<file path="src/rtl/novacore_cfg_loader.sv">
// ---------------------------------------------------------------------------
// novacore_cfg_loader
//
// Configuration sequencer for an N x N NovaCORE fabric. Words arrive on a
// valid/ready stream and are replayed onto the fabric configuration port one
// unit at a time: each word is presented on c_bus/c_uid and strobed with a
// slow c_clk pulse. After NUM_UNITS words the loader advances to the next
// configuration dimension with a c_dimswitch-qualified c_clk pulse. When every
// dimension is loaded, mode is raised to hand the fabric over to run operation.
//
// Optional feature (macro NOVACORE_CFG_CHECKSUM_EN):
//   A running XOR of every accepted word is kept. After the last word, one
//   extra trailer word is accepted in state CHK and compared with the running
//   XOR. A mismatch raises err (sticky until the next start) and keeps mode
//   at 0. Without the macro there is no CHK state and err stays 0.
//
// Parameters:
//   BUS_W      configuration word width (c_bus, s_data)
//   UID_W      unit-id width (c_uid)
//   NUM_UNITS  configurable units per dimension (<= 2**UID_W)
//   NUM_DIMS   configuration dimensions, 1..4
//   CLK_HALF   system-clock cycles per c_clk half-period (>= 1)
//
// Ports:
//   clk, rst_n     system clock, asynchronous active-low reset
//   start          one-cycle request to begin a full load (ignored unless idle)
//   s_valid/s_ready/s_data  configuration word stream
//   busy           load in progress
//   done           one-cycle pulse when a load completes
//   err            checksum mismatch (always 0 without the checksum feature)
//   mode           0 = configuration mode, 1 = run mode
//   c_bus, c_uid, c_clk, c_dimension, c_dimswitch  fabric configuration port
// ---------------------------------------------------------------------------
module novacore_cfg_loader #(
    parameter int BUS_W     = 42,
    parameter int UID_W     = 7,
    parameter int NUM_UNITS = 25,
    parameter int NUM_DIMS  = 4,
    parameter int CLK_HALF  = 2
) (
    input  logic             clk,
    input  logic             rst_n,
    input  logic             start,
    input  logic             s_valid,
    output logic             s_ready,
    input  logic [BUS_W-1:0] s_data,
    output logic             busy,
    output logic             done,
    output logic             err,
    output logic             mode,
    output logic [BUS_W-1:0] c_bus,
    output logic [UID_W-1:0] c_uid,
    output logic             c_clk,
    output logic [1:0]       c_dimension,
    output logic             c_dimswitch
);

    // Counter widths are the minimum that hold the terminal values.
    localparam int UID_CW = (NUM_UNITS > 1) ? $clog2(NUM_UNITS) : 1;
    localparam int HC_W   = (CLK_HALF > 1) ? $clog2(CLK_HALF) : 1;

    localparam logic [UID_CW-1:0] UID_LAST  = UID_CW'(NUM_UNITS - 1);
    localparam logic [1:0]        DIM_LAST  = 2'(NUM_DIMS - 1);
    localparam logic [HC_W-1:0]   HALF_LAST = HC_W'(CLK_HALF - 1);

    typedef enum logic [2:0] {
        S_IDLE   = 3'd0,
        S_WAIT   = 3'd1,
        S_LOW    = 3'd2,
        S_HIGH   = 3'd3,
        S_SWLOW  = 3'd4,
        S_SWHIGH = 3'd5,
        S_DONE   = 3'd6
`ifdef NOVACORE_CFG_CHECKSUM_EN
        ,
        S_CHK    = 3'd7
`endif
    } state_t;

    state_t state_q, state_d;

    logic [UID_CW-1:0] uid_q, uid_d;
    logic [1:0]        dim_q, dim_d;
    logic [HC_W-1:0]   half_q, half_d;

    logic [BUS_W-1:0]  c_bus_q, c_bus_d;
    logic [UID_W-1:0]  c_uid_q, c_uid_d;
    logic [1:0]        c_dim_q, c_dim_d;
    logic              c_clk_q, c_clk_d;
    logic              c_dimswitch_q, c_dimswitch_d;

    logic              s_ready_q, s_ready_d;
    logic              busy_q, busy_d;
    logic              done_q, done_d;
    logic              mode_q, mode_d;
    logic              err_q, err_d;

`ifdef NOVACORE_CFG_CHECKSUM_EN
    logic [BUS_W-1:0]  xsum_q, xsum_d;
`endif

    logic              accept;

    // A word is taken only in a ready state; s_ready_q is high exactly in
    // WAIT (and CHK), so this also qualifies the state.
    assign accept = s_valid && s_ready_q;

    // State register. Reset returns the loader to IDLE from anywhere; there
    // is no attempt to resume a partially loaded fabric.
    always_ff @(posedge clk or negedge rst_n) begin
        if (!rst_n) begin
            state_q <= S_IDLE;
        end else begin
            state_q <= state_d;
        end
    end

    // Next-state and datapath logic. Counters and captured fabric values
    // hold by default; the per-state branches only describe changes.
    // Strobe-type outputs are decoded from the next state so that their
    // registered copies line up exactly with the state they belong to.
    always_comb begin
        state_d  = state_q;
        uid_d    = uid_q;
        dim_d    = dim_q;
        half_d   = half_q;
        c_bus_d  = c_bus_q;
        c_uid_d  = c_uid_q;
        c_dim_d  = c_dim_q;
        mode_d   = mode_q;
        err_d    = err_q;
`ifdef NOVACORE_CFG_CHECKSUM_EN
        xsum_d   = xsum_q;
`endif

        case (state_q)
            S_IDLE: begin
                if (start) begin
                    state_d = S_WAIT;
                    uid_d   = '0;
                    dim_d   = '0;
                    half_d  = '0;
                    c_dim_d = '0;
                    mode_d  = 1'b0;
                    err_d   = 1'b0;
`ifdef NOVACORE_CFG_CHECKSUM_EN
                    xsum_d  = '0;
`endif
                end
            end

            S_WAIT: begin
                if (accept) begin
                    c_bus_d = s_data;
                    c_uid_d = UID_W'(uid_q);
                    half_d  = '0;
                    state_d = S_LOW;
`ifdef NOVACORE_CFG_CHECKSUM_EN
                    xsum_d  = xsum_q ^ s_data;
`endif
                end
            end

            S_LOW: begin
                if (half_q == HALF_LAST) begin
                    half_d  = '0;
                    state_d = S_HIGH;
                end else begin
                    half_d = half_q + HC_W'(1);
                end
            end

            // End of the word strobe decides between the next unit, a
            // dimension switch, or the end of the load.
            S_HIGH: begin
                if (half_q == HALF_LAST) begin
                    half_d = '0;
                    if (uid_q != UID_LAST) begin
                        uid_d   = uid_q + UID_CW'(1);
                        state_d = S_WAIT;
                    end else if (dim_q != DIM_LAST) begin
                        uid_d   = '0;
                        dim_d   = dim_q + 2'd1;
                        c_dim_d = dim_q + 2'd1;
                        state_d = S_SWLOW;
                    end else begin
`ifdef NOVACORE_CFG_CHECKSUM_EN
                        state_d = S_CHK;
`else
                        state_d = S_DONE;
                        mode_d  = 1'b1;
`endif
                    end
                end else begin
                    half_d = half_q + HC_W'(1);
                end
            end

            S_SWLOW: begin
                if (half_q == HALF_LAST) begin
                    half_d  = '0;
                    state_d = S_SWHIGH;
                end else begin
                    half_d = half_q + HC_W'(1);
                end
            end

            S_SWHIGH: begin
                if (half_q == HALF_LAST) begin
                    half_d  = '0;
                    state_d = S_WAIT;
                end else begin
                    half_d = half_q + HC_W'(1);
                end
            end

`ifdef NOVACORE_CFG_CHECKSUM_EN
            // The trailer word is compared but never presented to the
            // fabric, so c_bus and c_clk are left alone here.
            S_CHK: begin
                if (accept) begin
                    state_d = S_DONE;
                    if (s_data != xsum_q) begin
                        err_d  = 1'b1;
                        mode_d = 1'b0;
                    end else begin
                        mode_d = 1'b1;
                    end
                end
            end
`endif

            S_DONE: begin
                state_d = S_IDLE;
            end

            default: begin
                state_d = S_IDLE;
            end
        endcase

`ifdef NOVACORE_CFG_CHECKSUM_EN
        s_ready_d = (state_d == S_WAIT) || (state_d == S_CHK);
`else
        s_ready_d = (state_d == S_WAIT);
`endif
        busy_d        = (state_d != S_IDLE) && (state_d != S_DONE);
        done_d        = (state_d == S_DONE);
        c_clk_d       = (state_d == S_HIGH) || (state_d == S_SWHIGH);
        c_dimswitch_d = (state_d == S_SWLOW) || (state_d == S_SWHIGH);
    end

    // Counters, captured fabric values and registered status outputs.
    // Everything clears on reset so the fabric port goes quiet immediately.
    always_ff @(posedge clk or negedge rst_n) begin
        if (!rst_n) begin
            uid_q         <= '0;
            dim_q         <= '0;
            half_q        <= '0;
            c_bus_q       <= '0;
            c_uid_q       <= '0;
            c_dim_q       <= '0;
            c_clk_q       <= 1'b0;
            c_dimswitch_q <= 1'b0;
            s_ready_q     <= 1'b0;
            busy_q        <= 1'b0;
            done_q        <= 1'b0;
            mode_q        <= 1'b0;
            err_q         <= 1'b0;
        end else begin
            uid_q         <= uid_d;
            dim_q         <= dim_d;
            half_q        <= half_d;
            c_bus_q       <= c_bus_d;
            c_uid_q       <= c_uid_d;
            c_dim_q       <= c_dim_d;
            c_clk_q       <= c_clk_d;
            c_dimswitch_q <= c_dimswitch_d;
            s_ready_q     <= s_ready_d;
            busy_q        <= busy_d;
            done_q        <= done_d;
            mode_q        <= mode_d;
            err_q         <= err_d;
        end
    end

`ifdef NOVACORE_CFG_CHECKSUM_EN
    // Running XOR of the accepted configuration words.
    always_ff @(posedge clk or negedge rst_n) begin
        if (!rst_n) begin
            xsum_q <= '0;
        end else begin
            xsum_q <= xsum_d;
        end
    end
`endif

    assign s_ready     = s_ready_q;
    assign busy        = busy_q;
    assign done        = done_q;
    assign err         = err_q;
    assign mode        = mode_q;
    assign c_bus       = c_bus_q;
    assign c_uid       = c_uid_q;
    assign c_clk       = c_clk_q;
    assign c_dimension = c_dim_q;
    assign c_dimswitch = c_dimswitch_q;

endmodule

</file>
<file path="config.mk">
export PLATFORM = sky130hd
export DESIGN_NAME = novacore_cfg_loader
export DESIGN_NICKNAME = d
export VERILOG_FILES = /design/src/rtl/novacore_cfg_loader.sv
export SDC_FILE = /design/constraint.sdc
export NUM_CORES = 1
export LEC_CHECK = 0
export BUFFER_PORTS_ARGS = -buffer_cell sky130_fd_sc_hd__buf_2
export CORE_ASPECT_RATIO = 0.9
export CORE_MARGIN = 2
export CORE_UTILIZATION = 43
export DETAILED_ROUTE_END_ITERATION = 8
export PLACE_DENSITY = 0.75
export SETUP_SLACK_MARGIN = 0.5
export SLEW_MARGIN = 10
export SYNTH_ARGS = -nofsm -noshare
export SYNTH_HDL_FRONTEND = slang
export SYNTH_SLANG_ARGS = --single-unit
</file>
<file path="constraint.sdc">
create_clock -name clk -period 1.83 [get_ports clk]
set_clock_uncertainty 0.1 [all_clocks]
set_input_delay 0.0915 -clock clk [delete_from_list [all_inputs] [get_ports clk]]
set_output_delay 0.0915 -clock clk [all_outputs]
set_load 0.01 [all_outputs]
</file>
==> results.json, run 1 <==
{
  "ys_seq_area_share_pct": 60.2,
  "reg2reg_depth": 6,
  "synth_warnings": 0,
  "synth_most_common_cell": "dfrtp_1",
  "die_x_um": 86.9,
  "ant_nets": 0,
  "holdCritPathClass": "primary input to flop",
  "fin_setup_tns_ns": 0,
  "numCtsBuffers": 9,
  "crit_fanout": 14,
  "post-dp-hpwl_mm": 3.81,
  "ios": 104,
  "slowest_delay_ns": 0.38,
  "cap_violations": 0,
  "path_common_cell": "buf_4",
  "required_ns": 1.95,
  "route.final.wire_length_mm": 7.26,
  "peakVddDrop_v": 0.000707,
  "outcome": "complete, no violations",
  "timing.fmax_mhz": 575,
  "die_h_um": 78.7,
  "grt_max_degree": 65,
  "fin_cells": 446,
  "cts-htree-levels": 3,
  "setup.worst_path.start_class": "flop",
  "powerDensity_nw_per_um2": 1550,
  "area_growth_pct": 66.5,
  "cts_tree": "yes",
  "crit_start": "state_q[2]",
  "grt_pass1_vias": 2334,
  "synthCells": 196,
  "async_reset_ff_share_pct": 100,
  "place_ws_ns": 0.0950,
  "fin_ws_ns": 0.0913,
  "place_congestion": 0.846,
  "report.power.total_mw": 6.87,
  "initial_utilization_pct": 44.0,
  "grt_pass1_wl_mm": 11.3,
  "syn_area_sq_um": 2660,
  "finalSetupViolCount": 0,
  "yosysTopAreaCell": "dfrtp_1",
  "crit_path_cell_trace": "buf_4 > nand4b_1 > buf_4 > a21oi_1 > xnor2_1 > nor2_1",
  "dp.cells": 365,
  "fin_area_sq_um": 4430,
  "synth_cell_types": 39,
  "syn_area_per_cell_sq_um": 13.6,
  "regToRegEndpoint": "uid_q[3]",
  "fin_crit_sh_pct": 95.0,
  "avgViaCountPerCell": 5.03,
  "dr_total_vias": 2245,
  "clockPowerShare_pct": 19.6,
  "ys_ff_latch": 64,
  "portBuffers": 100,
  "rsz0062_at_grt": "true",
  "slew_violations": 0,
  "synth_flop_cell": "dfrtp_1",
  "swShare_pct": 33.4,
  "critPathKind": "flop to flop",
  "period_needed_ns": 1.74,
  "ys_top_cells_by_area": "dfrtp_1 60%, mux2_2 19%, ha_1 1.4%",
  "endpoint_kind": "flop",
  "r2r-start": "state_q[2]",
  "synth_enable_flop_cells": 0,
  "track_usage_pct": 22.0,
  "clockBufferDepth": 2,
  "synthTopCellsByCount": "64 x dfrtp_1, 45 x mux2_2, 9 x nand2_1, 9 x nor2_1, 7 x buf_2",
  "drt-initial-drc-count": 80,
  "firstDrtPassIters": 4,
  "netlist.area_leader.share_pct": 60.2,
  "place_area_sq_um": 3300,
  "rows": 27,
  "die-area_sq_um": 6840,
  "worstSetupEndpoint": "uid_q[3]",
  "core_area_sq_um": 6050,
  "diodes": 0,
  "antenna_found_initial": 0,
  "p_leak_nw": 2.24,
  "critPathSlowestCell": "dfrtp_1",
  "drive_above_1_share_pct": 57.5,
  "combPwrFrac_pct": 45.5,
  "drc_errors": 0,
  "hold_viol": 0,
  "routedWlPerCell_um": 16.3,
  "clock-root-buffer": "clkbuf_8",
  "clk_pin_slew_worst_paths_ns": 0.07,
  "insertion_delay_ns": 0.34,
  "fin_nets": 418,
  "grt_overflow_total": 0,
  "switching_power_mw": 2.30,
  "power.internal_mw": 4.58,
  "r2r_slack_ns": 0.09,
  "pwr-share-seq_pct": 34.9,
  "clock_sinks": 64,
  "cp.arrival_ns": 1.86
}
cell families after synthesis:
logic type | share of synthesized area, %
mux | 19.9
xor+xnor | 1.32
flops | 60.2
buf+inv | 3.43
simple gates | 8.13
fa+ha+maj | 1.41
other cells | 0.141
compound gates | 5.55
sequential cells by signal, indices dropped and copies added, names as in the netlist:
signal	cells
done	1
half_q	1
busy	1
c_dimension	2
mode	1
uid_q	5
s_ready	1
c_uid	5
c_clk	1
c_bus	42
state_q	3
c_dimswitch	1
routing by layer:
metal / routed length, um / GRT usage (%)
met1: 2900 / 25.3
met2: 3860 / 38.9
met3: 402 / 5.68
met4: 96 / 8.44
met5: 0 / 0
worst min path at each step:
stage	start	endpoint	cells past startpoint	slack, ns
CTS	start	half_q	4	0.07
finish	start	half_q	4	0.09
detailed placement	rst_n	c_uid[1]	2	0.03
floorplan	rst_n	busy	0	-0.30
global route	start	half_q	4	0.1
global placement	rst_n	c_uid[4]	2	0.02
what timing repair did:
action / 4_1_cts / 5_1_grt
pin swaps: 6 / 4
gates cloned: 5 / 0
buffers inserted: 10 / 7
gates resized for setup: 38 / 8
hold buffers: 43 / 0
hold endpoints to repair: 106 / 0
endpoints found under the setup margin: 64 / 64
cell type report:
| class | count | area, sq um |
|---|---|---|
| clock buffers | 11 | 141 |
| clock inverters | 5 | 80.1 |
| fillers | 393 | 1610 |
| inverters | 6 | 22.5 |
| multi-input cells | 116 | 1140 |
| flip-flops and latches | 64 | 1600 |
| well taps | 72 | 90.1 |
| repair buffers | 172 | 1360 |
layout by cell type, fill, tap and decap left out, drive strengths merged, types with 4 or more instances in the layout:
cell type / n
buf: 128
nor2: 9
o21ai: 6
dlygate4sd3: 43
nand2: 10
inv: 6
a21oi: 4
clkbuf: 11
dfrtp: 64
mux2: 47
per-stage QoR:
step                hold WS (ns)  util [%]
global route              0.0972      73.3
CTS                       0.0747      71.4
detailed placement        0.0336      54.5
finish                    0.0933      73.3
global placement          0.0168      54.5
floorplan                 -0.304         -
worst max-delay path, delay by kind of cell (launching register included):
kind                   cells  cell delay (ns)
buffers and inverters      2             0.43
flip-flops                 1             0.38
AND/OR/NAND/NOR            2             0.35
AO/OA/AOI/OAI              1             0.19
XOR/XNOR                   1             0.17
power by group through the flow:
stage / Clock, mW / Sequential (mW) / Combinational [mW]
after floorplan: 0 / 2.63 / 1.26
after global routing: 1.43 / 2.47 / 3.38
after detailed placement: 0 / 2.40 / 2.35
after CTS: 1.38 / 2.37 / 2.98
after global placement: 0 / 2.36 / 2.29
final: 1.35 / 2.40 / 3.13
No activity file was read; power rests on OpenSTA's default activity.
==> inputs of run 2 (changes only) <==
Settings changed: CORE_UTILIZATION 43 to 47, PLACE_DENSITY 0.75 to 0.78.
Clock period 1.83 ns to 2.2 ns, I/O delays scaled along.
==> run 2 against run 1 <==
Compared with the run above:
- via count decreased by 0.18%
- count of clock-buffer cells in the layout grew 1
- die area fell by 8.1%
- sequential share of layout area up 1.5 points
- worst hold slack improved by 0.12 ns
- cell count fell by 2.5%
- clock power is 16% lower
- utilization grew 6.3 points
- maximum frequency about the same
- non-clock buffer count decreased by 5
==> results.json, run 2 (synthesis results as in run 1) <==
{
  "cts_tree": "yes",
  "area_growth_pct": 60.0,
  "final_cell_mix": "100 x buf_2, 62 x dfrtp_1, 45 x mux2_2, 43 x dlygate4sd3_1, 16 x buf_4",
  "place_congestion": 0.902,
  "rsz0062_at_grt": "true",
  "antenna_found_initial": 0,
  "holdCritPathClass": "primary input to asynchronous set/reset pin",
  "switching_power_mw": 1.95,
  "fin_crit_sh_pct": 79.0,
  "clk_pin_slew_worst_paths_ns": 0.07,
  "clock_sinks": 64,
  "regArea_sq_um": 1600,
  "utilization_pct": 79.6,
  "cts-htree-levels": 3,
  "grt_pass1_vias": 2173,
  "mostFrequentLayoutCell": "buf_2",
  "crit_fanout": 8,
  "place_area_sq_um": 3240,
  "grt_pass1_wl_mm": 10.5,
  "clock-root-buffer": "clkbuf_8",
  "firstDrtPassIters": 4,
  "fin_area_sq_um": 4260,
  "clockBufferDepth": 2,
  "track_usage_pct": 21.8,
  "setup.worst_path.start_class": "flop",
  "drive_above_1_share_pct": 56.3,
  "endpoint_kind": "flop",
  "die_h_um": 75.4,
  "slew_violations": 0,
  "pwr-share-seq_pct": 35.6,
  "outcome": "complete, no violations",
  "ant_nets": 0,
  "die-area_sq_um": 6280,
  "powerDensity_nw_per_um2": 1320,
  "avgViaCountPerCell": 5.15,
  "power.internal_mw": 3.68,
  "critPathKind": "flop to flop",
  "maxSlewHeadroom_pct": 61.0,
  "clockPowerShare_pct": 20.2,
  "post-dp-hpwl_mm": 3.94,
  "crit_path_cell_trace": "nand4b_1 > buf_4 > nand2_4 > o21a_4 > mux2_4",
  "dp.cells": 357,
  "grt_overflow_total": 0,
  "cap_violations": 0,
  "peakVddDrop_v": 0.000680,
  "route.final.wire_length_mm": 7.73,
  "finalSetupViolCount": 0,
  "fin_cells": 435,
  "core_area_sq_um": 5350,
  "numCtsBuffers": 9,
  "initial_utilization_pct": 49.8,
  "drc_errors": 0,
  "required_ns": 2.32,
  "hold_viol": 0,
  "timing.fmax_mhz": 575,
  "dr_total_vias": 2241,
  "swShare_pct": 34.7,
  "slowest_delay_ns": 0.59,
  "ios": 104,
  "cp.arrival_ns": 1.86,
  "portBuffers": 100,
  "fin_setup_tns_ns": 0,
  "p_leak_nw": 2.10,
  "largest_reg_flops": 42,
  "period_needed_ns": 1.74,
  "insertion_delay_ns": 0.34,
  "rows": 25,
  "drt-initial-drc-count": 140,
  "tightest_slew_ns": 0.585,
  "routedWlPerCell_um": 17.8,
  "combPwrFrac_pct": 44.2,
  "diodes": 0,
  "die_x_um": 83.3,
  "grt_max_degree": 41,
  "critPathSlowestCell": "dfrtp_1",
  "multi_input_area_sq_um": 1130,
  "fin_nets": 413,
  "nFillCells": 313
}
-- run 2: cell count changes in the layout (fill, tap and decap cells not counted), moves of 3 or more --
cell / change
buf_12: -5
buf_16: -3
buf_4: +3
mux2_2: +7
mux2_4: -7
-- run 2: routing by layer --
layer,global-route usage (%),routed length [um],vias to the layer above
met5,0,0,-
met4,9.84,206,0
met3,7.04,423,20
met2,38.4,4140,101
met1,25.0,2960,1096
li1,-,-,1024
-- run 2: path summary, 6_finish.rpt --
path | startpoint | endpoint | slack [ns] | cells past startpoint
max | half_q | c_dimension[1] | 0.46 | 5
min | rst_n | c_uid[4] | 0.21 | 2
max reg2reg | half_q | c_dimension[1] | 0.46 | 5
min reg2reg | c_bus[13] | c_bus[13] | 0.40 | 1
max in group asynchronous | rst_n | c_bus[12] | 1.18 | 3
min in group clk | start | half_q | 0.23 | 4
-- run 2: cell type report --
class / instances / area share (%)
timing repair buffer: 167 / 28.2
inverter: 6 / 0.529
sequential: 64 / 37.7
multi-input combinational: 116 / 26.4
clock inverter: 3 / 1.53
clock buffer: 12 / 3.64
tap: 67 / 1.97
-- run 2: metrics by stage --
stage                     worst slack, ns  hold slack, ns  total power [mW]
final                               0.461           0.211              5.63
after global routing                0.415           0.271              5.95
after CTS                           0.484           0.151              5.22
after detailed placement            0.297          0.0419              3.88
after global placement              0.373          0.0281              3.80
after floorplan                     0.495          -0.286              3.13
-- run 2: timing repair --
action,CTS,global route
pin swaps,2,10
resized for setup,12,23
hold endpoints to repair,66,0
cloned,1,3
setup buffers,6,10
hold buffers,43,0
endpoints found under the setup margin,55,56
-- run 2: worst max-delay path: cells and delay by family (launching register included) --
| kind | cells | cell delay [ns] |
|---|---|---|
| flops | 1 | 0.59 |
| mux | 1 | 0.30 |
| simple gates | 2 | 0.28 |
| buf+inv | 1 | 0.21 |
| compound gates | 1 | 0.14 |
-- run 2: power groups by stage --
stage               registers, mW  clock network [mW]  logic, mW
floorplan                    2.19                   0      0.949
global placement             1.96                   0       1.84
detailed placement           1.99                   0       1.89
CTS                          1.96                1.15       2.11
global route                 2.06                1.22       2.67
finish                       2.01                1.14       2.49
==> inputs of run 3 (changes only) <==
Settings changed: CORE_UTILIZATION 47 to 43, PLACE_DENSITY 0.78 to 0.75.
Clock period 2.2 ns to 1.5 ns, I/O delays scaled along.
==> run 3 against run 2 <==
Compared with the run above:
- the flow now finishes with violations (setup timing)
- global-route usage shrank 1.4 points
- largest cell class unchanged
- highest routed layer unchanged
- sequential power grew 44%
- largest power group unchanged
- cell count grew 6.7%
==> results.json, run 3 (synthesis results as in run 1) <==
{
  "outcome": "complete, but fails checks",
  "violations": "setup timing",
  "power.internal_mw": 5.61,
  "crit_fanout": 3,
  "grt.met3_usage_pct": 4.10,
  "report.power.total_mw": 8.56,
  "area_growth_pct": 71.3,
  "drt-initial-drc-count": 105,
  "diodes": 0,
  "dr_total_vias": 2298,
  "clock-root-buffer": "clkbuf_8",
  "antenna_found_initial": 0,
  "die_h_um": 78.7,
  "slew_violations": 0,
  "clock_sinks": 64,
  "utilization_pct": 75.4,
  "endpoint_kind": "flop",
  "firstDrtPassIters": 4,
  "place_congestion": 0.755,
  "p_leak_nw": 2.27,
  "peakVddDrop_v": 0.000920,
  "holdCritPathClass": "primary input to flop",
  "cts-htree-levels": 3,
  "required_ns": 1.62,
  "largest_reg_flops": 42,
  "holdWs_ns": 0.144,
  "post-dp-hpwl_mm": 4.01,
  "rsz0062_at_grt": "true",
  "fin_nets": 436,
  "initial_utilization_pct": 44.0,
  "place_ws_ns": -0.176,
  "die_x_um": 86.9,
  "mostFrequentLayoutCell": "buf_2",
  "die-area_sq_um": 6840,
  "cts_tree": "yes",
  "fin_area_sq_um": 4560,
  "ios": 104,
  "grt_overflow_total": 0,
  "routedWlPerCell_um": 15.9,
  "ant_nets": 0,
  "insertion_delay_ns": 0.33,
  "track_usage_pct": 20.4,
  "fin_ws_ns": -0.207,
  "pwr-share-seq_pct": 33.8,
  "hold_viol": 0,
  "switching_power_mw": 2.95,
  "setup.worst_path.start_class": "flop",
  "grt_pass1_wl_mm": 10.6,
  "swShare_pct": 34.5,
  "grt_pass1_vias": 2306,
  "period_needed_ns": 1.71,
  "globalRouteMet1Util_pct": 24.3,
  "core_area_sq_um": 6050,
  "final_cell_mix": "95 x buf_2, 64 x dfrtp_1, 45 x mux2_2, 43 x dlygate4sd3_1, 31 x buf_4",
  "clockPowerShare_pct": 17.6,
  "rows": 27,
  "drc_errors": 0,
  "fin_crit_sh_pct": 114,
  "critPathKind": "flop to flop",
  "place_area_sq_um": 3470,
  "route.final.wire_length_mm": 7.36,
  "numCtsBuffers": 9,
  "grt_use_met2_pct": 35.0,
  "timing.fmax_mhz": 586,
  "grt-busiest-layer": "met2",
  "clockBufferDepth": 2,
  "clk_pin_slew_worst_paths_ns": 0.07,
  "portBuffers": 100,
  "powerDensity_nw_per_um2": 1880,
  "drive_above_1_share_pct": 61.2,
  "finalSetupViolCount": 59,
  "combPwrFrac_pct": 48.6,
  "cap_violations": 0,
  "cp.arrival_ns": 1.82,
  "grt_max_degree": 65,
  "avgViaCountPerCell": 4.95
}
==> run 3: layout make-up <==
class	instances	area (sq um)
sequential	64	1600
clock buffer	10	138
multi-input combinational	116	1170
inverter	6	22.5
tap	72	90.1
clock inverter	6	67.6
timing repair buffer	190	1480
fill	374	1490
==> run 3: metal layers <==
| metal | routed length, um | share of wire [%] |
|---|---|---|
| met1 | 2940 | 40 |
| met4 | 165 | 2.2 |
| met3 | 359 | 4.9 |
| met2 | 3900 | 53 |
| met5 | 0 | 0 |
==> run 3: final timing paths <==
path	endpoint	slack, ns	cells past startpoint	from
min reg2reg	c_bus[10]	0.40	1	c_bus[10]
min in group asynchronous	c_dimswitch	0.16	3	rst_n
max in group asynchronous	c_bus[6]	0.83	3	rst_n
max	c_dimension[1]	-0.21	4	state_q[1]
min	half_q	0.14	4	start
max reg2reg	c_dimension[1]	-0.21	4	state_q[1]
==> run 3: metrics by stage <==
step                setup TNS [ns]  instances
floorplan                   -0.524        198
global placement             -2.87        383
detailed placement           -4.64        383
CTS                          -4.41        453
global route                 -8.26        464
finish                       -5.29        464
==> run 3: critical path, cell delays in order, from the launching register on <==
cell	delay [ns]
dfrtp_1	0.40
or4b_4	0.57
nand2_4	0.09
o21a_4	0.14
mux2_4	0.29
==> run 3: power groups by stage <==
stage / Clock (mW) / Sequential [mW] / Combinational (mW)
final: 1.51 / 2.89 / 4.16
after global routing: 1.63 / 2.97 / 4.48
after CTS: 1.54 / 2.85 / 3.68
after detailed placement: 0 / 2.87 / 3.20
after global placement: 0 / 2.83 / 3.11
after floorplan: 0 / 3.21 / 1.60
==> run 3: repair_timing <==
item | CTS | global route
cloned | 3 | 4
pin swaps | 4 | 4
hold buffers | 43 | 0
setup endpoints to repair | 119 | 119
gates resized for setup | 29 | 16
hold endpoints to repair | 106 | 0
buffers inserted | 8 | 7
